--- src/rtl/dram_port_arbiter.sv ---
// dram_port_arbiter: shares a single-port word RAM between instruction fetch (read-only) and the LSU.
// Define DRAM_ARB_RR_EN for round-robin arbitration; the default build uses fixed LSU > IF priority.
module dram_port_arbiter #(
  parameter int unsigned ADDR_W = 32,
  parameter int unsigned DATA_W = 32,
  parameter int unsigned IDX_W  = 30
) (
  input  logic              clk,
  input  logic              rst_n,
  input  logic              if_req_valid,
  output logic              if_req_ready,
  input  logic [ADDR_W-1:0] if_addr,
  output logic              if_resp_valid,
  input  logic              if_resp_ready,
  output logic [DATA_W-1:0] if_rdata,
  input  logic              lsu_req_valid,
  output logic              lsu_req_ready,
  input  logic              lsu_we,
  input  logic [ADDR_W-1:0] lsu_addr,
  input  logic [DATA_W-1:0] lsu_wdata,
  input  logic [3:0]        lsu_wmask,
  output logic              lsu_resp_valid,
  input  logic              lsu_resp_ready,
  output logic [DATA_W-1:0] lsu_rdata,
  output logic              mem_ren,
  output logic [IDX_W-1:0]  mem_raddr,
  input  logic [DATA_W-1:0] mem_rdata,
  output logic              mem_wen,
  output logic [IDX_W-1:0]  mem_waddr,
  output logic [DATA_W-1:0] mem_wdata,
  output logic [3:0]        mem_wmask
);

  typedef enum logic [1:0] {
    S_IDLE    = 2'd0,
    S_RD_WAIT = 2'd1,
    S_RESP    = 2'd2
  } state_t;

  state_t            r_state;
  logic              r_owner_lsu;
  logic              r_if_resp_valid;
  logic              r_lsu_resp_valid;
  logic [DATA_W-1:0] r_rdata;

  logic              w_idle;
  logic              w_prefer_lsu;
  logic              w_gnt_lsu;
  logic              w_gnt_if;
  logic              w_lsu_fire;
  logic              w_if_fire;
  logic              w_lsu_rd_fire;
  logic              w_resp_hs;
  logic [IDX_W-1:0]  w_if_idx;
  logic [IDX_W-1:0]  w_lsu_idx;
  logic              w_unused_addr;

  // Word access only: the byte offset and any bits above the RAM index are dropped.
  assign w_if_idx      = if_addr[IDX_W+1:2];
  assign w_lsu_idx     = lsu_addr[IDX_W+1:2];
  assign w_unused_addr = ^{if_addr, lsu_addr};

`ifdef DRAM_ARB_RR_EN
  logic r_last_lsu;

  // On a conflict the side that was not granted last time wins.
  always_ff @(posedge clk) begin
    if (!rst_n) begin
      r_last_lsu <= 1'b1;
    end else if (w_lsu_fire) begin
      r_last_lsu <= 1'b1;
    end else if (w_if_fire) begin
      r_last_lsu <= 1'b0;
    end
  end

  assign w_prefer_lsu = ~r_last_lsu;
`else
  assign w_prefer_lsu = 1'b1;
`endif

  // Grant is decided combinationally from the valids while idle.
  always_comb begin
    w_idle        = rst_n && (r_state == S_IDLE);
    w_gnt_lsu     = lsu_req_valid && (!if_req_valid || w_prefer_lsu);
    w_gnt_if      = if_req_valid && !w_gnt_lsu;
    w_lsu_fire    = w_idle && w_gnt_lsu;
    w_if_fire     = w_idle && w_gnt_if;
    w_lsu_rd_fire = w_lsu_fire && !lsu_we;
    w_resp_hs     = (r_if_resp_valid && if_resp_ready) || (r_lsu_resp_valid && lsu_resp_ready);
  end

  assign if_req_ready  = w_if_fire;
  assign lsu_req_ready = w_lsu_fire;

  assign mem_ren   = w_if_fire || w_lsu_rd_fire;
  assign mem_raddr = w_if_fire ? w_if_idx : (w_lsu_rd_fire ? w_lsu_idx : '0);
  assign mem_wen   = w_lsu_fire && lsu_we;
  assign mem_waddr = mem_wen ? w_lsu_idx : '0;
  assign mem_wdata = mem_wen ? lsu_wdata : '0;
  assign mem_wmask = mem_wen ? lsu_wmask : 4'b0000;

  assign if_resp_valid  = r_if_resp_valid;
  assign lsu_resp_valid = r_lsu_resp_valid;
  assign if_rdata       = r_rdata;
  assign lsu_rdata      = r_rdata;

  // Transaction FSM with registered response channel.
  always_ff @(posedge clk) begin
    if (!rst_n) begin
      r_state          <= S_IDLE;
      r_owner_lsu      <= 1'b1;
      r_if_resp_valid  <= 1'b0;
      r_lsu_resp_valid <= 1'b0;
      r_rdata          <= '0;
    end else begin
      case (r_state)
        S_IDLE: begin
          if (w_lsu_fire) begin
            r_owner_lsu <= 1'b1;
            if (lsu_we) begin
              r_rdata          <= '0;
              r_lsu_resp_valid <= 1'b1;
              r_state          <= S_RESP;
            end else begin
              r_state <= S_RD_WAIT;
            end
          end else if (w_if_fire) begin
            r_owner_lsu <= 1'b0;
            r_state     <= S_RD_WAIT;
          end
        end
        S_RD_WAIT: begin
          r_rdata          <= mem_rdata;
          r_if_resp_valid  <= !r_owner_lsu;
          r_lsu_resp_valid <= r_owner_lsu;
          r_state          <= S_RESP;
        end
        S_RESP: begin
          if (w_resp_hs) begin
            r_if_resp_valid  <= 1'b0;
            r_lsu_resp_valid <= 1'b0;
            r_state          <= S_IDLE;
          end
        end
        default: r_state <= S_IDLE;
      endcase
    end
  end

endmodule
--- config.mk ---
export PLATFORM = sky130hd
export DESIGN_NAME = dram_port_arbiter
export DESIGN_NICKNAME = d
export VERILOG_FILES = /design/src/rtl/dram_port_arbiter.sv
export SDC_FILE = /design/constraint.sdc
export NUM_CORES = 1
export LEC_CHECK = 0
export BUFFER_PORTS_ARGS = -buffer_cell sky130_fd_sc_hd__clkbuf_2
export CELL_PAD_IN_SITES_DETAIL_PLACEMENT = 1
export CELL_PAD_IN_SITES_GLOBAL_PLACEMENT = 2
export CORE_MARGIN = 2
export CORE_UTILIZATION = 15
export DETAILED_ROUTE_END_ITERATION = 12
export PLACE_DENSITY_LB_ADDON = 0.1
export SYNTH_ARGS = -nofsm -noshare
export SYNTH_HDL_FRONTEND = slang
export SYNTH_SLANG_ARGS = --single-unit
--- constraint.sdc ---
create_clock -name clk -period 4.15 [get_ports clk]
set_input_delay 0.2075 -clock clk [delete_from_list [all_inputs] [get_ports clk]]
set_output_delay 0.2075 -clock clk [all_outputs]
set_load 0.1 [all_outputs]
## Yosys cells after proc, flatten, opt, wreduce, memory -nomap -nowiden

Index checks and enable logic that the tools add are counted.

- Add/subtract/negate cells: 0
- $mul: 0
- Div/mod/pow operators: 0
- $lt $le $gt $ge: 0
- Equal/unequal tests: 6
- Shifts and indexed selects: 0
- Muxes and demuxes: 20
- Bitwise operators: 0
- Reduce and logical (&&, ||, !) cells: 23

Operators with widths:

| cell | count |
|---|---|
| two-way mux 32 bit | 3 |
| two-way mux 30 bit | 3 |
| one-hot mux 32 bit (2 select lines) | 1 |
| logical AND 1 bit | 8 |
| two-way mux 2 bit | 4 |
| inequality test 2 bit (second input constant) | 3 |
| one-hot mux 2 bit (3 select lines) | 1 |
| AND reduction 2 bit | 3 |
| nonzero test 2 bit | 3 |
| two-way mux 1 bit | 5 |
| two-way mux 4 bit | 1 |
| AND reduction 4 bit | 1 |
| zero test 1 bit | 3 |
| inequality test 3 bit (second input constant) | 1 |
| one-hot mux 1 bit (3 select lines) | 1 |
| AND reduction 3 bit | 1 |
| nonzero test 3 bit | 1 |
| equality test 2 x 1 -> 1 bit (second input constant) | 1 |
| equality test 2 bit (second input constant) | 1 |
| zero test 2 bit | 1 |
| logical OR 1 bit | 2 |
| one-hot mux 1 bit (2 select lines) | 1 |

- Bits in registers: 37
- Latch bits: 0
- Bits in writable memories: 0
- Memory bits (read-only): 0
- Output and inout bits: 166
- Logic and storage cells: 54
- Memories kept: 0

## Logic depth before layout (Yosys ltp)

- Word-level depth: 6
- Mapped depth: 6
- Depth with buffers taken out: 3

## Worst setup path before layout

Ideal clock, no wire load.

- Kind: register -> output
- From: register r_state[0]
- To: output port mem_raddr[10]
- Arrival time: 2581 ps
- Slack: 1362 ps
- Stages on the path, launching flop included: 6
- Path buffers: 2
- Cells stage by stage: dfxtp_1 buf_2 nor3b_2 clkbuf_1 nand3_1 a21oi_1

- Longest elaborated chain between the ends: 6
- Elaborated cells between the ends (all ways): 7
- Classes of those cells: mux: 2; reduce/logical: 5

Ends and longest elaborated chain:

| element | RTL line | RTL |
|---|---|---|
| from (decl) | 40 | `state_t r_state;` |
| from (signal assigned) | 111 | `r_state <= S_IDLE;` |
| from (signal assigned) | 124 | `r_state <= S_RESP;` |
| from (signal assigned) | 126 | `r_state <= S_RD_WAIT;` |
| zero test 2 bit (*) | 84 | `w_idle = rst_n && (r_state == S_IDLE);` |
| logical AND 1 bit (*) | 84 |  |
| logical AND 1 bit | 87 | `w_lsu_fire = w_idle && w_gnt_lsu;` |
| logical AND 1 bit | 89 | `w_lsu_rd_fire = w_lsu_fire && !lsu_we;` |
| two-way mux 30 bit | 97 | `assign mem_raddr = w_if_fire ? w_if_idx : (w_lsu_rd_fire ? w_lsu_idx : '0);` |
| two-way mux 30 bit (*) | 97 |  |
| to (decl) | 26 | `output logic [IDX_W-1:0] mem_raddr,` |

Every way passes the cells marked *; elsewhere a longest branch is shown, timed or not.

## Final worst setup path

- From: register r_state[0]
- To: output port mem_wmask[2]

- Longest elaborated chain between the ends: 5

Ends and longest elaborated chain:

| element | RTL line | RTL |
|---|---|---|
| zero test 2 bit | 84 |  |
| logical AND 1 bit | 84 |  |
| logical AND 1 bit | 87 |  |
| logical AND 1 bit | 98 | `assign mem_wen = w_lsu_fire && lsu_we;` |
| two-way mux 4 bit | 101 | `assign mem_wmask = mem_wen ? lsu_wmask : 4'b0000;` |
| to (decl) | 31 | `output logic [3:0] mem_wmask` |

Every way passes these cells.

==> flow_summary_export.csv <==
group,metric,value,unit
outcome,run_status,"finished clean",
setup_path,critPathTopFamily,"simple AND/OR/NAND/NOR gates",
finish,most-common-layout-cells,"clkbuf_2 (300), and2_1 (68), dfxtp_1 (37)",
floorplan,initial_core_util,15.2,%
routing,routed_wirelength,11500,um
finish,area_growth_syn_to_layout,64.6,%
sta,max_freq,0.322,GHz
pwr,leakagePower,2.23,nW
floorplan,core-area,16400,um^2
synth,synthCells,322,
sta,setup_viol,0,
clock_tree,cts-resized-gates,0,
synth,syn-num-nets,461,
setup_path,r2r-start,"r_state[0]",
sta,timing.hold.ws,0.133,ns
sta,report.final.hold_viol_count,0,
placement,gp_congestion,0.751,
setup_path,r2r_setup_slack,2.34,ns
floorplan,die_width,133,um
floorplan,io_pins,305,
setup_path,crit_path_cell_trace,"nor3b_4, buf_4, and3_2, and2_1, clkbuf_2",
clock_tree,cts_setup_buffers,0,
floorplan,die-area,17600,um^2
floorplan,die_y,133,um
clock_tree,cts_buffers,5,
sta,fin_crit_sh,74.8,%
routing,dr.first_iter.drc_count,82,
hold_path,worst_hold_path.num_cells,2,
setup_path,cp_max_fo,67,
placement,port_buffers,300,
clock_tree,worstSkewPairLatency,0.28,ns
flow_run,drv_cap,0,
setup_path,cp_slowest_stage_delay,0.88,ns
setup_path,arrival,2.90,ns
sta,skew,0.0100,ns
placement,hpwl,9040,um
grt,grt_pass1_vias,3160,
setup_path,end_kind,"output port",
routing,via_per_inst,4.09,
grt,grt_pass1_wl,17400,um
synth,synth_cell_types,28,
setup_path,crit_start,"r_state[0]",
clock_tree,root_buffer,"clkbuf_16",
finish,final_util,24.9,%
sta,rsz0062_at_grt,"no",
routing,drt-pass1-iter-count,4,
setup_path,timing.critical_path.buf_inv,2,
sta,slew_headroom,29.4,%
clock_tree,numClockSinks,37,
pwr,ir_worst_vdd,0.160,mV
grt,track_usage,12.1,%
setup_path,reg2regPathDepth,3,
finish,nNetsFinal,711,
routing,route.detailed.drc,0,
grt,overflow,0,
setup_path,path_class,"register to output port",
placement,placed_cells,785,
hold_path,min_path_type,"input pin to register",
synth,syn-cell-area,2490,um^2
synth,yosysSeqAreaShare,29.8,%
clock_tree,clk_path_buf_depth,2,
hold_path,min_to,"if_rdata[31]",
grt,grt_max_degree,68,
clock_tree,clk_pin_slew,0.06,ns
finish,finalNonFillerCells,793,
routing,wire_per_inst,14.5,um
setup_path,cp_slowest_cell,"and3_2",
finish,n_antenna_cell,0,
clock_tree,postCtsHoldBufs,0,
floorplan,row_count,47,
routing,final_antenna_net_count,0,
finish,drive_above_1_share,55.7,%
synth,syn_area_per_cell,7.72,um^2
synth,synth-seq-cells,37,
pwr,p_per_area,382,nW/um^2
clock_tree,cts_tree,"built",
setup_path,r2r_end,"r_owner_lsu",
routing,vias,3241,
clock_tree,h-tree-depth,2,
finish,final_common_cell,"clkbuf_2",
hold_path,hp-start,"mem_rdata[31]",
sta,min_period,3.11,ns
sta,setup_tns,0,ns
setup_path,startpoint_type,"register",
sta,final-max-slew-violation-count,0,
grt,antenna_found_initial,0,
setup_path,cp.required,3.94,ns
synth,ys_warn_count,0,
sta,worst_pin_slew,1.06,ns
## Yosys cell counts
library cell / instances / area (um^2)
a2111oi_0: 1 / 8.76
a21boi_0: 1 / 7.51
a21oi_1: 33 / 165
a221oi_1: 1 / 8.76
a22o_1: 32 / 280
a31oi_1: 2 / 12.5
and2_1: 68 / 425
and3_1: 1 / 6.26
buf_1: 3 / 11.3
buf_2: 7 / 35.0
buf_4: 32 / 240
buf_6: 4 / 45.0
clkbuf_1: 15 / 56.3
clkbuf_2: 2 / 10.0
dfxtp_1: 37 / 741
inv_1: 6 / 22.5
nand2_1: 2 / 7.51
nand2b_1: 1 / 6.26
nand3_1: 30 / 150
nand3b_1: 1 / 7.51
nor2_1: 2 / 7.51
nor2b_1: 3 / 18.8
nor3b_2: 1 / 12.5
o21a_1: 2 / 15.0
o21ai_0: 32 / 160
o21ai_1: 1 / 5.00
o221a_2: 1 / 11.3
or3b_1: 1 / 8.76
## report_power, final
part / internal, W / switching (W) / leakage (nW)
combinational: 0.000128 / 0.000604 / 1.84
clock: 0.000284 / 0.000153 / 0.0842
sequential: 0.000374 / 0.0000193 / 0.301
## how the worst max path moves through the flow
| stage | to | depth (start not counted) | slack [ns] |
|---|---|---|---|
| 4_1_cts | mem_wdata[31] | 5 | 0.94 |
| 5_1_grt | mem_waddr[2] | 5 | 0.77 |
| 6_report | mem_wmask[2] | 5 | 1.04 |
| 3_5_place_dp | mem_wdata[31] | 5 | 1.23 |
| 2_1_floorplan | mem_raddr[10] | 5 | 1.36 |
| 3_3_place_gp | mem_wdata[31] | 5 | 1.29 |
## cell type report
cell class / instances / area, um^2
fill: 2094 / 12300
tap: 220 / 275
inverter: 6 / 22.5
clock inverter: 3 / 43.8
timing repair buffer: 306 / 1550
sequential: 37 / 741
multi-input combinational: 216 / 1340
clock buffer: 5 / 125
## sequential cells by signal (all words and copies together), names as in the netlist
signal	cells
if_rdata	32
lsu_resp_valid	1
r_state	2
r_owner_lsu	1
if_resp_valid	1
## kinds of logic after synthesis
logic type	after synthesis	share of synthesized area [%]
flip-flops	37	29.8
AO/OA/AOI/OAI	106	27.1
buffers and inverters	69	16.9
AND/OR/NAND/NOR	110	26.2
## metal layers
layer  part of all wire (%)  vias to the layer above  track usage, %
met3                    7.5                        8            2.99
li1                       -                     1582               -
met2                     51                      158            22.9
met4                    1.1                        0            2.63
met5                      0                        -               0
met1                     41                     1493            13.7
## through the flow
step	cell area, um^2	total power (W)	setup slack (ns)
2_1_floorplan	2490	0.000997	1.36
3_3_place_gp	3920	0.00114	1.29
3_5_place_dp	3920	0.00114	1.23
4_1_cts	4090	0.00158	0.936
5_1_grt	4090	0.00163	0.766
6_report	4090	0.00156	1.04
## worst register-to-register path, stage by stage (launching register included)
cell and delay, ns:
dfxtp_1 0.53, or3b_1 0.89, nor2_1 0.15, a31oi_1 0.18
No activity file was read; power rests on OpenSTA's default activity.
